## config.mk

```make
export PLATFORM = sky130hd
export DESIGN_NAME = per_bus_master
export DESIGN_NICKNAME = d
export VERILOG_FILES = /design/src/rtl/per_bus_master.sv
export SDC_FILE = /design/constraint.sdc
export NUM_CORES = 1
export LEC_CHECK = 0
export ABC_AREA = 0
export BUFFER_PORTS_ARGS = -buffer_cell sky130_fd_sc_hd__buf_2
export CORE_ASPECT_RATIO = 2
export CORE_UTILIZATION = 30
export CTS_CLUSTER_DIAMETER = 60
export CTS_CLUSTER_SIZE = 10
export DETAILED_ROUTE_END_ITERATION = 7
export PLACE_DENSITY_LB_ADDON = 0.12
export SYNTH_ARGS = -nofsm -noshare
export SYNTH_HDL_FRONTEND = slang
export SYNTH_SLANG_ARGS = --single-unit
```

## constraint.sdc

```tcl
create_clock -name clk_i -period 2.05 [get_ports clk_i]
set_input_delay 0.41 -clock clk_i [delete_from_list [all_inputs] [get_ports clk_i]]
set_output_delay 0.41 -clock clk_i [all_outputs]
set_load 0.1 [all_outputs]
```

## src/rtl/per_bus_master.sv

```systemverilog
// rtl/per_bus_master.sv - byte-stream command decoder driving single peripheral bus transactions
// Ports:
//   clk_i, reset_i            clock, asynchronous active-low reset
//   rx_data_i/valid/ready     command byte stream in (valid/ready handshake)
//   tx_data_o/valid/ready     response byte stream out (valid/ready handshake)
//   addr_o, wdata_o, size_o   bus address, write data, access size (held between strobes)
//   rdata_i                   bus read data, valid READ_LATENCY cycles after rd_o
//   rd_o, wr_o                single-cycle bus read/write strobes
//   busy_o                    a command or response is in progress
module per_bus_master #(
  parameter int unsigned TIMEOUT_CYCLES = 1000000,
  parameter int unsigned READ_LATENCY   = 1
) (
  input  logic        clk_i,
  input  logic        reset_i,
  input  logic [7:0]  rx_data_i,
  input  logic        rx_valid_i,
  output logic        rx_ready_o,
  output logic [7:0]  tx_data_o,
  output logic        tx_valid_o,
  input  logic        tx_ready_i,
  output logic [15:0] addr_o,
  output logic [31:0] wdata_o,
  input  logic [31:0] rdata_i,
  output logic [1:0]  size_o,
  output logic        rd_o,
  output logic        wr_o,
  output logic        busy_o
);

  localparam int unsigned TW = $clog2(TIMEOUT_CYCLES + 1);

  typedef enum logic [2:0] {
    S_IDLE, S_ADDR_HI, S_ADDR_LO, S_DATA, S_BUS_WR, S_BUS_RD, S_RD_WAIT, S_RESP
  } state_t;

  state_t        state_q, state_d;
  logic          is_wr_q, is_wr_d;
  logic [1:0]    size_stage_q, size_stage_d;
  logic [15:0]   addr_stage_q, addr_stage_d;
  logic [23:0]   wbuf_q, wbuf_d;
  logic [1:0]    data_cnt_q, data_cnt_d;
  logic [2:0]    lat_cnt_q, lat_cnt_d;
  logic [TW-1:0] tmo_cnt_q, tmo_cnt_d;
  logic [23:0]   resp_q, resp_d;
  logic [2:0]    resp_cnt_q, resp_cnt_d;

  logic          rx_ready_q, rx_ready_d;
  logic [7:0]    tx_data_q, tx_data_d;
  logic          tx_valid_q, tx_valid_d;
  logic [15:0]   addr_q, addr_d;
  logic [31:0]   wdata_q, wdata_d;
  logic [1:0]    size_q, size_d;
  logic          rd_q, rd_d;
  logic          wr_q, wr_d;
  logic          busy_q, busy_d;

  logic accept;
  logic cmd_rd;
  logic cmd_wr;
  logic tmo_hit;

  // rx_ready_q tracks the current state, so it is the live ready of this cycle.
  assign accept  = rx_valid_i & rx_ready_q;
  assign cmd_rd  = (rx_data_i[7:2] == 6'b000100) && (rx_data_i[1:0] != 2'b11);
  assign cmd_wr  = (rx_data_i[7:2] == 6'b001000) && (rx_data_i[1:0] != 2'b11);
  assign tmo_hit = (tmo_cnt_q == TW'(TIMEOUT_CYCLES - 1));

  always_comb begin
    state_d      = state_q;
    is_wr_d      = is_wr_q;
    size_stage_d = size_stage_q;
    addr_stage_d = addr_stage_q;
    wbuf_d       = wbuf_q;
    data_cnt_d   = data_cnt_q;
    lat_cnt_d    = lat_cnt_q;
    tmo_cnt_d    = tmo_cnt_q;
    resp_d       = resp_q;
    resp_cnt_d   = resp_cnt_q;
    tx_data_d    = tx_data_q;
    tx_valid_d   = tx_valid_q;
    addr_d       = addr_q;
    wdata_d      = wdata_q;
    size_d       = size_q;
    rd_d         = 1'b0;
    wr_d         = 1'b0;

    case (state_q)
      S_IDLE: begin
        tmo_cnt_d = '0;
        if (accept) begin
          if (cmd_rd || cmd_wr) begin
            is_wr_d      = cmd_wr;
            size_stage_d = rx_data_i[1:0];
            state_d      = S_ADDR_HI;
          end else begin
            // Unknown opcode: only an error byte; following bytes are decoded afresh.
            state_d    = S_RESP;
            tx_valid_d = 1'b1;
            tx_data_d  = 8'hEE;
            resp_cnt_d = 3'd1;
          end
        end
      end

      S_ADDR_HI: begin
        if (accept) begin
          addr_stage_d[15:8] = rx_data_i;
          tmo_cnt_d          = '0;
          state_d            = S_ADDR_LO;
        end else if (tmo_hit) begin
          state_d = S_IDLE;
        end else begin
          tmo_cnt_d = tmo_cnt_q + TW'(1);
        end
      end

      S_ADDR_LO: begin
        if (accept) begin
          addr_stage_d = {addr_stage_q[15:8], rx_data_i};
          tmo_cnt_d    = '0;
          if (is_wr_q) begin
            data_cnt_d = 2'd0;
            state_d    = S_DATA;
          end else begin
            rd_d    = 1'b1;
            addr_d  = {addr_stage_q[15:8], rx_data_i};
            size_d  = size_stage_q;
            state_d = S_BUS_RD;
          end
        end else if (tmo_hit) begin
          state_d = S_IDLE;
        end else begin
          tmo_cnt_d = tmo_cnt_q + TW'(1);
        end
      end

      S_DATA: begin
        if (accept) begin
          tmo_cnt_d = '0;
          if (data_cnt_q == 2'd3) begin
            wr_d    = 1'b1;
            wdata_d = {wbuf_q, rx_data_i};
            addr_d  = addr_stage_q;
            size_d  = size_stage_q;
            state_d = S_BUS_WR;
          end else begin
            wbuf_d     = {wbuf_q[15:0], rx_data_i};
            data_cnt_d = data_cnt_q + 2'd1;
          end
        end else if (tmo_hit) begin
          state_d = S_IDLE;
        end else begin
          tmo_cnt_d = tmo_cnt_q + TW'(1);
        end
      end

      S_BUS_WR: begin
        state_d    = S_RESP;
        tx_valid_d = 1'b1;
        tx_data_d  = 8'hA5;
        resp_cnt_d = 3'd1;
      end

      S_BUS_RD: begin
        lat_cnt_d = 3'd1;
        state_d   = S_RD_WAIT;
      end

      S_RD_WAIT: begin
        // lat_cnt_q counts cycles since the rd_o cycle; capture when it equals the latency.
        if (lat_cnt_q == 3'(READ_LATENCY)) begin
          state_d    = S_RESP;
          tx_valid_d = 1'b1;
          tx_data_d  = rdata_i[31:24];
          resp_d     = rdata_i[23:0];
          resp_cnt_d = 3'd4;
        end else begin
          lat_cnt_d = lat_cnt_q + 3'd1;
        end
      end

      S_RESP: begin
        if (tx_ready_i) begin
          if (resp_cnt_q == 3'd1) begin
            tx_valid_d = 1'b0;
            state_d    = S_IDLE;
          end else begin
            tx_data_d  = resp_q[23:16];
            resp_d     = {resp_q[15:0], 8'h00};
            resp_cnt_d = resp_cnt_q - 3'd1;
          end
        end
      end

      default: state_d = S_IDLE;
    endcase

    rx_ready_d = (state_d == S_IDLE) || (state_d == S_ADDR_HI) ||
                 (state_d == S_ADDR_LO) || (state_d == S_DATA);
    busy_d     = (state_d != S_IDLE);
  end

  always_ff @(posedge clk_i or negedge reset_i) begin
    if (!reset_i) begin
      state_q      <= S_IDLE;
      is_wr_q      <= 1'b0;
      size_stage_q <= '0;
      addr_stage_q <= '0;
      wbuf_q       <= '0;
      data_cnt_q   <= '0;
      lat_cnt_q    <= '0;
      tmo_cnt_q    <= '0;
      resp_q       <= '0;
      resp_cnt_q   <= '0;
      rx_ready_q   <= 1'b0;
      tx_data_q    <= '0;
      tx_valid_q   <= 1'b0;
      addr_q       <= '0;
      wdata_q      <= '0;
      size_q       <= '0;
      rd_q         <= 1'b0;
      wr_q         <= 1'b0;
      busy_q       <= 1'b0;
    end else begin
      state_q      <= state_d;
      is_wr_q      <= is_wr_d;
      size_stage_q <= size_stage_d;
      addr_stage_q <= addr_stage_d;
      wbuf_q       <= wbuf_d;
      data_cnt_q   <= data_cnt_d;
      lat_cnt_q    <= lat_cnt_d;
      tmo_cnt_q    <= tmo_cnt_d;
      resp_q       <= resp_d;
      resp_cnt_q   <= resp_cnt_d;
      rx_ready_q   <= rx_ready_d;
      tx_data_q    <= tx_data_d;
      tx_valid_q   <= tx_valid_d;
      addr_q       <= addr_d;
      wdata_q      <= wdata_d;
      size_q       <= size_d;
      rd_q         <= rd_d;
      wr_q         <= wr_d;
      busy_q       <= busy_d;
    end
  end

  assign rx_ready_o = rx_ready_q;
  assign tx_data_o  = tx_data_q;
  assign tx_valid_o = tx_valid_q;
  assign addr_o     = addr_q;
  assign wdata_o    = wdata_q;
  assign size_o     = size_q;
  assign rd_o       = rd_q;
  assign wr_o       = wr_q;
  assign busy_o     = busy_q;

endmodule

```

After elaboration in Yosys (flattened, before gate mapping)
Cells that the tools add are included.
{"block": "totals", "register_bits": 161, "input_bits": 44, "out_inout_bits": 63, "elab_cells": 147}
{"block": "op_classes", "add_sub_neg": 4, "n_eq_ne": 31, "muxes": 62, "n_bitwise": 3, "reduce_logical": 27}
{"cell": "24-bit two-way mux", "n": 3}
{"cell": "16-bit two-way mux", "n": 4}
{"cell": "3-bit two-way mux", "n": 17}
{"cell": "8-bit two-way mux", "n": 6}
{"cell": "24-bit one-hot mux with 2 select lines", "n": 1}
{"cell": "20-bit two-way mux", "n": 2}
{"cell": "20-bit one-hot mux with 2 select lines", "n": 1}
{"cell": "16-bit one-hot mux with 2 select lines", "n": 1}
{"cell": "8-bit one-hot mux with 4 select lines", "n": 1}
{"cell": "2-bit inequality test (second input constant)", "n": 14}
{"cell": "3-bit one-hot mux with 8 select lines", "n": 1}
{"cell": "20-bit by 1-bit adder with 20-bit output (second input constant)", "n": 1}
{"cell": "20-bit equality test (second input constant)", "n": 1}
{"cell": "2-bit two-way mux", "n": 8}
{"cell": "8-bit one-hot mux with 2 select lines", "n": 1}
{"cell": "3-bit by 1-bit equality test with 1-bit output (second input constant)", "n": 4}
{"cell": "3-bit by 2-bit equality test with 1-bit output (second input constant)", "n": 4}
{"cell": "3-bit equality test (second input constant)", "n": 4}
{"cell": "3-bit one-hot mux with 4 select lines", "n": 1}
{"cell": "3-bit AND reduction", "n": 4}
{"cell": "6-bit AND reduction", "n": 2}
{"cell": "1-bit two-way mux", "n": 11}
{"cell": "5-bit AND reduction", "n": 2}
{"cell": "2-bit one-hot mux with 2 select lines", "n": 2}
{"cell": "20 further kinds", "n": 31}

Longest topological paths before layout
Gate-level depths: netlist (run 1).
{"block": "depth", "word_depth": 10, "depth_mapped": 8, "depth_no_buf": 7}

Least setup slack after synthesis (run 1)
Ideal clock, no wire load.
{"block": "synth_path", "kind": "register to register", "start": "reg rx_ready_q (netlist: rx_ready_o)", "end": "reg addr_q[13] (netlist: addr_o[13])", "t_arrival_ps": 2255, "setup_slack_ps": -333, "stages_incl_launch_ff": 5, "n_path_buf": 1, "synth_period_minus_slack_ps": 2383, "cell_sequence": "dfrtp_1 > nand4b_1 > nor3_4 > buf_6 > mux2_1"}
{"block": "synth_between", "elab_chain_len": 3, "elab_cells_between_ends": 4}
{"element": "from (decl)", "line_no": "48", "text": "logic rx_ready_q, rx_ready_d;"}
{"element": "from (signal assigned)", "line_no": "236", "text": "rx_ready_q <= rx_ready_d;"}
{"element": "1-bit AND *", "line_no": "64", "text": "assign accept = rx_valid_i & rx_ready_q;"}
{"element": "2-bit inequality test (no source line)"}
{"element": "5-bit AND reduction (no source line) *"}
{"element": "to (signal assigned)", "line_no": "239", "text": "addr_q <= addr_d;"}
{"element": "to (decl)", "line_no": "51", "text": "logic [15:0] addr_q, addr_d;"}
Mark *: on every way between the ends. The rest lies on a longest branch, timed or not.
A chain may end at the register's enable or synchronous reset.

Worst setup path in the final report (run 1)
{"block": "layout_path", "start": "reg lat_cnt_q[1]", "end": "reg tx_data_q[3] (netlist: tx_data_o[3])"}
{"block": "layout_between", "elab_chain_len": 3}
{"element": "from (decl)", "line_no": "43", "text": "logic [2:0] lat_cnt_q, lat_cnt_d;"}
{"element": "from (signal assigned)", "line_no": "232", "text": "lat_cnt_q <= lat_cnt_d;"}
{"element": "3-bit by 1-bit equality test with 1-bit output", "line_no": "172", "text": "if (lat_cnt_q == 3'(READ_LATENCY)) begin"}
{"element": "2-bit inequality test (no source line)"}
{"element": "6-bit AND reduction (no source line)"}
{"element": "to (signal assigned)", "line_no": "237", "text": "tx_data_q <= tx_data_d;"}
{"element": "to (decl)", "line_no": "49", "text": "logic [7:0] tx_data_q, tx_data_d;"}
Every way passes these cells.

==> results.rst, run 1 <==
.. list-table::
   :header-rows: 1

   * - Metric
     - Value
   * - Via count of the first global-routing pass
     - ~5.5k
   * - Result of the run
     - finished, violations left
   * - Wl on met1
     - 7400 microns
   * - Max clock buf depth
     - 2
   * - Vertical die dimension
     - 222 microns
   * - Sequential cell area
     - 4030 sq um
   * - Min cycle time layout
     - between 1.5 and 2 ns
   * - Power per unit of standard cell area
     - 1570 nW/um^2
   * - Maximum clock rate
     - about 540 MHz
   * - Maximum vdd drop
     - about 0.45 mV
   * - Tightest hold margin
     - 0.198 ns
   * - Clk sink count
     - 161
   * - Overflow after GRT
     - 0
   * - Via/cell ratio
     - 4.94
   * - Clock slew seen by the registers of the worst setup and hold paths
     - 0.07 ns
   * - First-pass GRT wire length
     - 29900 microns
   * - H-tree lvl count
     - 4
   * - Number of antenna violations at the first check in global routing
     - 0
   * - Setup TNS
     - 0 ns
   * - Clock Latency Late Sink
     - between 0.4 and 0.5 ns
   * - Fin Clk Skew
     - 0.00779 ns
   * - Dpl ws
     - 0.0621 ns
   * - Register-to-register path setup slack
     - 0.20 ns
   * - Clk Tree Root Cell
     - sky130_fd_sc_hd__clkbuf_16
   * - Clock buffers created by TritonCTS
     - 17
   * - Die footprint
     - 24900 sq um
   * - Area of the core
     - 23800 sq um
   * - Worst hold-check path type
     - primary input to flip-flop
   * - Sum of met3 wire segment lengths after detailed routing
     - about 560 microns
   * - Initial drt markers
     - 174
   * - Cell type group with the largest total delay on the critical path
     - compound AO/OA/AOI/OAI gates
   * - Area growth, synth to finish
     - 23.0%
   * - Global-route total usage across every layer
     - 15.7%
   * - Number of cells on the critical path
     - 7
   * - Hold-fix buffers at CTS
     - 1
   * - WL met2
     - roughly 10000 microns
   * - Share of synthesized area occupied by flip-flops and latches
     - 55.3%
   * - Library cells used by synthesis
     - 68
   * - Estimated wirelength of the detail-placed design
     - 13200 microns
   * - Net total in the final layout
     - 799
   * - Layout fillers
     - between 2k and 2.5k
   * - Worst hold path cell count
     - 3
   * - Boundary pin count
     - between 100 and 150
   * - Syn_area_per_cell
     - ~12 sq um
   * - Relative max-transition margin
     - a little under three fifths
   * - Final wirelength
     - ~18000 microns
   * - Total setup violations reported at the end of the flow
     - 0
   * - Highest net fanout along the worst path
     - 10
   * - Cell with the largest stage delay on the worst path
     - sky130_fd_sc_hd__o22a_1
   * - Routability cong.
     - ~0.78
   * - Maximum number of pins on one net before global-route repair
     - 45
   * - Nets in the synthesized netlist
     - 664
   * - Area of the multi-input gates
     - 3000 sq um
   * - Post-Route Utilization
     - between 30% and 40%
   * - Number of hold-slack violations in the final timing report
     - 0
   * - Source of the worst register-to-register timing path
     - lat_cnt_q[1]
   * - Synthesized instance count
     - 614
   * - Layout cell share with drive strength beyond 1
     - 36.6%
   * - Area of the mapped netlist
     - 7280 sq um
   * - Violated checks
     - DRC
   * - Worst-case hold path end point
     - resp_q[7]
   * - Register-to-Register Path Depth
     - 7
   * - Horiz. Die Dim
     - 112 microns
   * - Setup repair after global routing missed its margin
     - no
   * - Slowest stage delay, CP
     - about 0.44 ns
   * - Maxcap violations
     - 0
   * - CTS tree
     - built
   * - Tcrit/Tclk final
     - 90.4%
   * - Worst hold path startpoint
     - rdata_i[7]
   * - Critical path arrival
     - 2.20 ns
   * - Top cell type's share of synthesized area
     - 55.3%
   * - Most used flip-flop cell after synthesis
     - sky130_fd_sc_hd__dfrtp_1
   * - Count of unresolved DRC violations after routing
     - 7
   * - Combined buffer and inverter count along the critical path
     - 1
   * - Post-DR wirelength/cell
     - 17.5 microns
   * - Setup crit start kind
     - flip-flop
   * - Syn. warnings
     - 0
   * - Kind of end point of the critical path
     - flip-flop
   * - Classification of the worst setup path
     - flip-flop to flip-flop
   * - Number of nets with antenna violations after routing
     - 0
   * - Synth area leader
     - sky130_fd_sc_hd__dfrtp_1
   * - Routed via count
     - 5186
   * - Flops & latches, synth
     - between 150 and 200
   * - Max Used Layer
     - met4
   * - Critical-path cell list
     - inv_1 -> ha_1 -> nand3b_1 -> a21oi_1 -> o22a_1 -> nor2_1 -> a41oi_1
   * - Buffers on Ports
     - 106
   * - Max-slew violations
     - 0
   * - Post-layout total power
     - 0.0141 W
   * - Required time reported for the critical path endpoint
     - 2.40 ns
   * - Placement row count
     - 80
   * - Capture point of the worst reg-to-reg path
     - tx_data_o[3]
   * - # resized after CTS
     - 0
   * - Number of diodes added for antenna fixing
     - 0
   * - Leak Pwr
     - between 4 and 5 nW
   * - Setup WS post-layout
     - 0.197 ns
   * - Main area contributors after synthesis
     - sky130_fd_sc_hd__dfrtp_1, sky130_fd_sc_hd__mux2_2, sky130_fd_sc_hd__mux2i_1
   * - Post-synthesis async set-or-reset flop share
     - 100%
   * - EDFF count, synth
     - 0
   * - Initial Utilization
     - 30.6%
   * - Count of buffers added by post-CTS timing repair for setup
     - 0
   * - Number of optimization iterations in the first detailed-route pass
     - 6
   * - Measured slew at the worst slew-check pin
     - 0.654 ns
## final cells by class
type                    count  share of cell area (%)
repair buffers            145                    10.3
inverters                  12                   0.503
clock buffers              19                    4.95
clock inverters            13                    1.70
multi-input cells         412                    33.6
well taps                 287                    4.01
flip-flops and latches    161                    45.0
## cell usage in the layout, fill, tap and decap left out, types with 3 or more instances in the layout
cell type and n:
sky130_fd_sc_hd__dfrtp_1 160, sky130_fd_sc_hd__buf_2 105, sky130_fd_sc_hd__mux2_2 78, sky130_fd_sc_hd__nor2_1 52, sky130_fd_sc_hd__nand2_1 47, sky130_fd_sc_hd__o21ai_0 39, sky130_fd_sc_hd__buf_4 31, sky130_fd_sc_hd__a21oi_1 30
sky130_fd_sc_hd__nand3_1 21, sky130_fd_sc_hd__mux2i_1 21, sky130_fd_sc_hd__clkbuf_16 17, sky130_fd_sc_hd__a31oi_1 14, sky130_fd_sc_hd__inv_1 11, sky130_fd_sc_hd__xor2_1 9, sky130_fd_sc_hd__nand4_1 8, sky130_fd_sc_hd__buf_12 7
sky130_fd_sc_hd__nor3_1 6, sky130_fd_sc_hd__ha_1 6, sky130_fd_sc_hd__and3_1 5, sky130_fd_sc_hd__o22ai_1 4, sky130_fd_sc_hd__mux2_1 4, sky130_fd_sc_hd__nor2b_1 3, sky130_fd_sc_hd__o211ai_1 3, sky130_fd_sc_hd__nand2b_1 3
sky130_fd_sc_hd__o21a_1 3, sky130_fd_sc_hd__xnor2_1 3, sky130_fd_sc_hd__a41oi_1 3, sky130_fd_sc_hd__inv_6 3, sky130_fd_sc_hd__clkinv_4 3
## worst max-delay path by stage
stage	start	to
after global placement	rx_data_i[3]	tx_data_o[6]
after global routing	lat_cnt_q[1]	tx_data_o[6]
after floorplan	rx_ready_o	addr_o[13]
after CTS	state_q[1]	tx_data_o[3]
after detailed placement	rx_data_i[3]	tx_data_o[3]
final	lat_cnt_q[1]	tx_data_o[3]
## power breakdown
group	internal (W)	switching [W]	total, W
Sequential	0.00416	0.000662	0.00483
Combinational	0.00181	0.00422	0.00603
Clock	0.00185	0.00137	0.00323
Total	0.00783	0.00625	0.0141
## flip-flops by register name, indices dropped and copies added, names as in the netlist, 8 cells and up
register / cells
tx_data_o: 8
resp_q: 24
wdata_o: 32
addr_o: 16
addr_stage_q: 16
tmo_cnt_q: 20
wbuf_q: 24
## per-stage QoR
stage                     area (sq um)  std cells
after global placement            8350       1016
after global routing              8950       1049
after CTS                         8950       1049
after floorplan                   7280        614
final                             8950       1049
after detailed placement          8350       1016
## worst register-to-register path, stage by stage, from the launching register on
cell                       delay (ns)
sky130_fd_sc_hd__dfrtp_1         0.40
sky130_fd_sc_hd__inv_1           0.08
sky130_fd_sc_hd__ha_1            0.20
sky130_fd_sc_hd__nand3b_1        0.10
sky130_fd_sc_hd__a21oi_1         0.28
sky130_fd_sc_hd__o22a_1          0.44
sky130_fd_sc_hd__nor2_1          0.09
sky130_fd_sc_hd__a41oi_1         0.18
## per-layer routing
metal  GRT usage (%)  vias to the layer above
li1                -                     2461
met1            17.3                     2612
met2            27.9                       90
met3            3.71                       23
met4            8.26                        0
met5               0                        -
## cells in the mapped netlist, types with 3 or more instances
cell type                  instances
sky130_fd_sc_hd__a21oi_1          30
sky130_fd_sc_hd__a31oi_1          14
sky130_fd_sc_hd__a41oi_1           3
sky130_fd_sc_hd__and3_1            5
sky130_fd_sc_hd__buf_2            13
sky130_fd_sc_hd__buf_4             4
sky130_fd_sc_hd__buf_6             7
sky130_fd_sc_hd__clkbuf_1          3
sky130_fd_sc_hd__dfrtp_1         161
sky130_fd_sc_hd__ha_1              6
sky130_fd_sc_hd__inv_1            11
sky130_fd_sc_hd__mux2_1            4
sky130_fd_sc_hd__mux2_2           78
sky130_fd_sc_hd__mux2i_1          21
sky130_fd_sc_hd__nand2_1          47
sky130_fd_sc_hd__nand2b_1          3
sky130_fd_sc_hd__nand3_1          21
sky130_fd_sc_hd__nand4_1           8
sky130_fd_sc_hd__nor2_1           52
sky130_fd_sc_hd__nor2b_1           3
sky130_fd_sc_hd__nor3_1            6
sky130_fd_sc_hd__o211ai_1          3
sky130_fd_sc_hd__o21a_1            3
sky130_fd_sc_hd__o21ai_0          39
sky130_fd_sc_hd__o22ai_1           4
sky130_fd_sc_hd__xnor2_1           3
sky130_fd_sc_hd__xor2_1            9
## logic make-up (layout without fill, tap and decap cells)
logic type,after synthesis,count (layout),share of synthesized area (%)
mux,103,103,15.6
compound gates,114,114,9.64
simple gates,177,177,13.6
buf+inv,41,189,3.40
xor+xnor,12,12,1.44
fa+ha+maj,6,6,1.03
flops,161,161,55.3
No activity file was read; power rests on OpenSTA's default activity.
==> run 2, diff against run 1 <==
- CORE_UTILIZATION: 30 -> 40
==> run 2 against run 1 <==
  * Hold slack gained 0.017 ns
  * Highest routed layer unchanged
  * Non-clock buffer count shrank 6
  * Register-to-register slack is essentially flat
  * Sequential power shrank 1%
  * Largest cell class unchanged
  * Critical endpoint is now wbuf_q[0]
  * The flow now finishes without violations
  * Final area shrank 1.6%
  * Worst setup slack lost 0.0069 ns
  * Final cell count shrank 7.6%
  * Sequential cell count is the same
  * Combinational power shrank 1%
  * Largest power group unchanged
==> results.rst, run 2 (synthesis gave the netlist of run 1 again) <==
.. list-table::
   :header-rows: 1

   * - Metric
     - Value
   * - Result of the run
     - finished clean
   * - Global-route total usage across every layer
     - between 10% and 20%
   * - Commonest cells after routing, fill and taps aside
     - sky130_fd_sc_hd__dfrtp_1, sky130_fd_sc_hd__buf_2, sky130_fd_sc_hd__mux2_2
   * - Required time reported for the critical path endpoint
     - 2.35 ns
   * - Classification of the worst setup path
     - flip-flop to flip-flop
   * - Initial drt markers
     - 180
   * - Fin Clk Skew
     - 0.00817 ns
   * - Layout fillers
     - 1637
   * - Cell with the largest stage delay on the worst path
     - sky130_fd_sc_hd__dfrtp_1
   * - Routability cong.
     - 0.814
   * - Tcrit/Tclk final
     - 90.7%
   * - Maxcap violations
     - 0
   * - Min cycle time layout
     - 1.86 ns
   * - Measured slew at the worst slew-check pin
     - 0.534 ns
   * - Clk Tree Root Cell
     - sky130_fd_sc_hd__clkbuf_16
   * - Kind of end point of the critical path
     - flip-flop
   * - Relative max-transition margin
     - 64.6%
   * - Count of unresolved DRC violations after routing
     - 0
   * - First-pass GRT wire length
     - 27900 microns
   * - Number of optimization iterations in the first detailed-route pass
     - 4
   * - Buffers on Ports
     - 106
   * - Estimated wirelength of the detail-placed design
     - 12100 microns
   * - Clk sink count
     - 161
   * - Maximum clock rate
     - 538 MHz
   * - Horiz. Die Dim
     - 97.4 microns
   * - Max-slew violations
     - 0
   * - Setup repair after global routing missed its margin
     - no
   * - Via count of the first global-routing pass
     - ~5.4k
   * - Overflow after GRT
     - 0
   * - Number of antenna violations at the first check in global routing
     - 0
   * - Via/cell ratio
     - 5.27
   * - Highest net fanout along the worst path
     - 24
   * - Most common cell after layout, fill and taps aside
     - sky130_fd_sc_hd__dfrtp_1
   * - Die footprint
     - 18800 sq um
   * - Final wirelength
     - between 15000 and 20000 microns
   * - Clock Latency Late Sink
     - between 0.4 and 0.5 ns
   * - Area of the core
     - 17800 sq um
   * - Slowest stage delay, CP
     - 0.40 ns
   * - Routed via count
     - between 5k and 6k
   * - Placed insts
     - about 940
   * - Vertical die dimension
     - 193 microns
   * - Critical-path cell list
     - buf_4 -> nand3b_4 -> nor3_4 -> buf_12 -> mux2_2
   * - Area growth, synth to finish
     - 21.1%
   * - Final Instance Count excl. Fillers
     - 969
   * - Post-DR wirelength/cell
     - 17.5 microns
   * - Max clock buf depth
     - 2
   * - Maximum vdd drop
     - 0.622 mV
   * - Clock buffers created by TritonCTS
     - 17
   * - Initial Utilization
     - 40.9%
   * - Boundary pin count
     - between 100 and 150
   * - Combined buffer and inverter count along the critical path
     - 2
   * - Layout cell share with drive strength beyond 1
     - a little over a third
   * - Leak Pwr
     - 4.29 nW
   * - H-tree lvl count
     - 4
   * - Total setup violations reported at the end of the flow
     - 0
   * - Number of diodes added for antenna fixing
     - 0
   * - Setup TNS
     - 0 ns
   * - Setup crit start kind
     - flip-flop
   * - Number of nets with antenna violations after routing
     - 0
   * - Critical path arrival
     - 2.16 ns
   * - Setup WS post-layout
     - 0.190 ns
   * - Net total in the final layout
     - 793
   * - CTS tree
     - built
   * - Placement row count
     - between 60 and 70
   * - Maximum number of pins on one net before global-route repair
     - 48
   * - Clock slew seen by the registers of the worst setup and hold paths
     - approximately 0.060 ns
   * - Cell type group with the largest total delay on the critical path
     - simple AND/OR/NAND/NOR gates
   * - Number of hold-slack violations in the final timing report
     - 0
   * - Power per unit of standard cell area
     - 1590 nW/um^2
   * - Dpl ws
     - -0.00918 ns
   * - Worst hold-check path type
     - primary input to flip-flop
   * - Max reg flops
     - 32
run 2: worst register-to-register path, delay by kind of cell, from the launching register on:
kind,cells,cell delay [ns]
muxes,1,0.37
DFF,1,0.40
and+or+nand+nor,2,0.54
buffers and inverters,2,0.44
run 2: cell type report:
type | instances | area, sq um | share of cell area [%]
Sequential cell | 161 | 4030 | 45.7
Multi-Input combinational cell | 412 | 3000 | 34.1
Timing Repair Buffer | 139 | 850 | 9.64
Clock buffer | 23 | 498 | 5.65
Tap cell | 213 | 267 | 3.02
Clock inverter | 9 | 120 | 1.36
Inverter | 12 | 45.0 | 0.511
run 2: per-stage QoR:
stage,power (W),utilization [%],cell area [sq um],hold WS [ns]
finish,0.0140,49.6,8810,0.215
global route,0.0148,49.6,8810,0.210
CTS,0.0142,49.6,8810,0.194
detailed placement,0.0108,46.0,8190,0.415
global placement,0.0107,46.0,8190,0.389
floorplan,0.00944,-,7280,0.114
run 2: final timing paths:
path	startpoint	to	slack [ns]	cells past startpoint
max	state_q[2]	wbuf_q[0]	0.19	5
min	rdata_i[0]	resp_q[0]	0.21	3
max reg2reg	state_q[2]	wbuf_q[0]	0.19	5
min reg2reg	addr_o[13]	addr_o[13]	0.48	1
max in group asynchronous	reset_i	resp_cnt_q[1]	0.93	3
min in group asynchronous	reset_i	tmo_cnt_q[9]	0.51	2
run 2: metal layers:
| metal | vias to the layer above | part of all wire (%) | track usage, % |
|---|---|---|---|
| met5 | - | 0 | 0 |
| met1 | 2551 | 40 | 21.6 |
| met3 | 18 | 3.2 | 4.06 |
| met4 | 0 | 2.0 | 7.75 |
| li1 | 2451 | - | - |
| met2 | 90 | 54 | 34.4 |
run 2: timing repair:
action,CTS,global route
hold buffers,1,0
endpoints found under the hold margin,40,0
setup buffers,0,0
resized for setup,0,0
run 2: where the power goes:
group          leakage, nW  internal (W)  total (W)  switching, W
clock network        0.301       0.00197    0.00327       0.00130
registers             2.05       0.00417    0.00476      0.000590
logic                 1.94       0.00175    0.00596       0.00421
total                 4.29       0.00789     0.0140       0.00609
==> run 3, diff against run 2 <==
--- a/constraint.sdc
+++ b/constraint.sdc
@@ -3,2 +3,2 @@
 set_output_delay 0.41 -clock clk_i [all_outputs]
-set_load 0.1 [all_outputs]
+set_load 0.02 [all_outputs]
==> run 3 against run 2 <==
  * Hold slack gained 0.0054 ns
  * Final cell count shrank 0.21%
  * Die area is the same
  * Largest cell class unchanged
  * Fmax shrank 0.91%
  * Worst setup slack lost 0.017 ns
  * Non-clock buffer count shrank 2
  * Core utilization grew 0.084 points
  * Count of clock-buffer cells in the layout shrank 2
  * Sequential cell count is the same
  * First-iteration DRC count shrank 5.0%
  * Final area grew 0.17%
  * Global-route usage shrank 0.19 points
==> results.rst, run 3 (synthesis gave the netlist of run 1 again) <==
.. list-table::
   :header-rows: 1

   * - Metric
     - Value
   * - Die footprint
     - approximately 19000 sq um
   * - First-pass GRT wire length
     - 27800 microns
   * - Maxcap violations
     - 0
   * - Min cycle time layout
     - around 1.9 ns
   * - Tcrit/Tclk final
     - a little over 90%
   * - Fraction of power consumed by sequential logic
     - 38.4%
   * - Number of optimization iterations in the first detailed-route pass
     - 4
   * - Number of nets with antenna violations after routing
     - 0
   * - Kind of end point of the critical path
     - flip-flop
   * - Clock Latency Late Sink
     - 0.43 ns
   * - Placement row count
     - just under 70
   * - Clock slew seen by the registers of the worst setup and hold paths
     - 0.06 ns
   * - Maximum vdd drop
     - 0.622 mV
   * - Highest net fanout along the worst path
     - 10
   * - Boundary pin count
     - about 110
   * - Routability cong.
     - 0.835
   * - Relative max-transition margin
     - 62.5%
   * - WL met2
     - 9010 microns
   * - Maximum clock rate
     - 533 MHz
   * - Power per unit of standard cell area
     - 1410 nW/um^2
   * - Area of the core
     - 17800 sq um
   * - Worst hold-check path type
     - primary input to flip-flop
   * - # resized after CTS
     - 0
   * - Number of hold-slack violations in the final timing report
     - 0
   * - Internal power consumption
     - 0.00805 W
   * - Number of diodes added for antenna fixing
     - 0
   * - Critical path arrival
     - around 2.2 ns
   * - Layout cell share with drive strength beyond 1
     - 35.7%
   * - Horiz. Die Dim
     - 97.4 microns
   * - CTS tree
     - built
   * - Clock buffers created by TritonCTS
     - 17
   * - Final instance area
     - 8830 sq um
   * - Measured slew at the worst slew-check pin
     - approximately 0.56 ns
   * - Buffers on Ports
     - 106
   * - Routed via count
     - 5138
   * - Global-route total usage across every layer
     - 18.8%
   * - Cell Area, Placed
     - 8180 sq um
   * - Commonest cells after routing, fill and taps aside
     - sky130_fd_sc_hd__dfrtp_1, sky130_fd_sc_hd__buf_2, sky130_fd_sc_hd__mux2_2
   * - Clk sink count
     - 161
   * - Setup repair after global routing missed its margin
     - no
   * - Count of buffers added by post-CTS timing repair for setup
     - 0
   * - Hold-fix buffers at CTS
     - 1
   * - Count of unresolved DRC violations after routing
     - 0
   * - Via count of the first global-routing pass
     - 5374
   * - H-tree lvl count
     - 4
   * - Initial drt markers
     - 171
   * - Overflow after GRT
     - 0
   * - Crit path from
     - lat_cnt_q[1]
   * - Required time reported for the critical path endpoint
     - roughly 2.4 ns
   * - Post-DR wirelength/cell
     - 17.4 microns
   * - Final wirelength
     - 16800 microns
   * - Clock group share of total power
     - 27.5%
   * - Via/cell ratio
     - 5.31
   * - Most common cell after layout, fill and taps aside
     - sky130_fd_sc_hd__dfrtp_1
   * - Sum of met3 wire segment lengths after detailed routing
     - 491 microns
   * - Clk Tree Root Cell
     - sky130_fd_sc_hd__clkbuf_16
   * - Number of antenna violations at the first check in global routing
     - 0
   * - Wl on met1
     - around 6900 microns
   * - Setup crit start kind
     - flip-flop
   * - Setup TNS
     - 0 ns
   * - Worst hold path startpoint
     - rdata_i[7]
   * - Max clock buf depth
     - 2
   * - Net total in the final layout
     - 791
   * - Result of the run
     - finished clean
   * - Switching Power
     - 0.00442 W
   * - Maximum number of pins on one net before global-route repair
     - 43
   * - Switching part of the total power
     - 35.4%
   * - Max Used Layer
     - met4
   * - Initial Utilization
     - 40.9%
   * - Total setup violations reported at the end of the flow
     - 0
   * - Combinational cell fraction of total power
     - around 34%
   * - Area growth, synth to finish
     - 21.3%
   * - Fin Clk Skew
     - 0.00744 ns
   * - Leak Pwr
     - roughly 4.3 nW
   * - Max-slew violations
     - 0
   * - Classification of the worst setup path
     - flip-flop to flip-flop
   * - Source of the worst register-to-register timing path
     - lat_cnt_q[1]
   * - Estimated wirelength of the detail-placed design
     - about 12000 microns
   * - Max reg flops
     - 32
   * - Vertical die dimension
     - 193 microns
run 3: metrics by stage:
stage                     setup slack, ns  util (%)  cells  total power [W]  hold slack, ns
after floorplan                     0.265         -    614          0.00776           0.114
after global placement             0.0355      46.0    934          0.00897           0.369
after detailed placement          -0.0233      46.0    934          0.00914           0.369
after CTS                           0.159      49.6    967           0.0126           0.206
after global routing              0.00262      49.6    967           0.0132           0.233
final                               0.172      49.6    967           0.0125           0.220
run 3: area by class of cell:
| class | instances | area [sq um] |
|---|---|---|
| inverter | 12 | 45.0 |
| clock inverter | 11 | 176 |
| multi-input combinational | 412 | 3000 |
| timing repair buffer | 137 | 847 |
| clock buffer | 21 | 460 |
| sequential | 161 | 4030 |
| tap | 213 | 267 |
| fill | 1641 | 8960 |
run 3: per-layer routing:
layer	GRT usage, %	vias up
li1	-	2443
met1	21.9	2565
met2	33.8	106
met3	3.59	24
met4	7.75	0
met5	0	-
run 3: final timing paths:
| path | endpoint | slack [ns] | cells past startpoint |
|---|---|---|---|
| max reg2reg | tx_data_o[3] | 0.17 | 7 |
| min | resp_q[7] | 0.22 | 3 |
| min in group asynchronous | tmo_cnt_q[15] | 0.48 | 2 |
| max | tx_data_o[3] | 0.17 | 7 |
| max in group asynchronous | resp_q[20] | 0.93 | 3 |
| min reg2reg | size_o[0] | 0.48 | 1 |
run 3: power groups by stage:
| stage | clock [W] | sequential (W) | combinational, W |
|---|---|---|---|
| after global routing | 0.00362 | 0.00490 | 0.00472 |
| after floorplan | 0 | 0.00500 | 0.00277 |
| after CTS | 0.00350 | 0.00479 | 0.00432 |
| after global placement | 0 | 0.00478 | 0.00419 |
| after detailed placement | 0 | 0.00484 | 0.00431 |
| final | 0.00342 | 0.00478 | 0.00426 |
run 3: critical path: stages, from the launching register on:
cell	delay, ns
sky130_fd_sc_hd__dfrtp_1	0.40
sky130_fd_sc_hd__inv_1	0.09
sky130_fd_sc_hd__ha_1	0.20
sky130_fd_sc_hd__nand3b_1	0.09
sky130_fd_sc_hd__a21oi_1	0.27
sky130_fd_sc_hd__o22a_1	0.45
sky130_fd_sc_hd__nor2_1	0.08
sky130_fd_sc_hd__a41oi_1	0.19
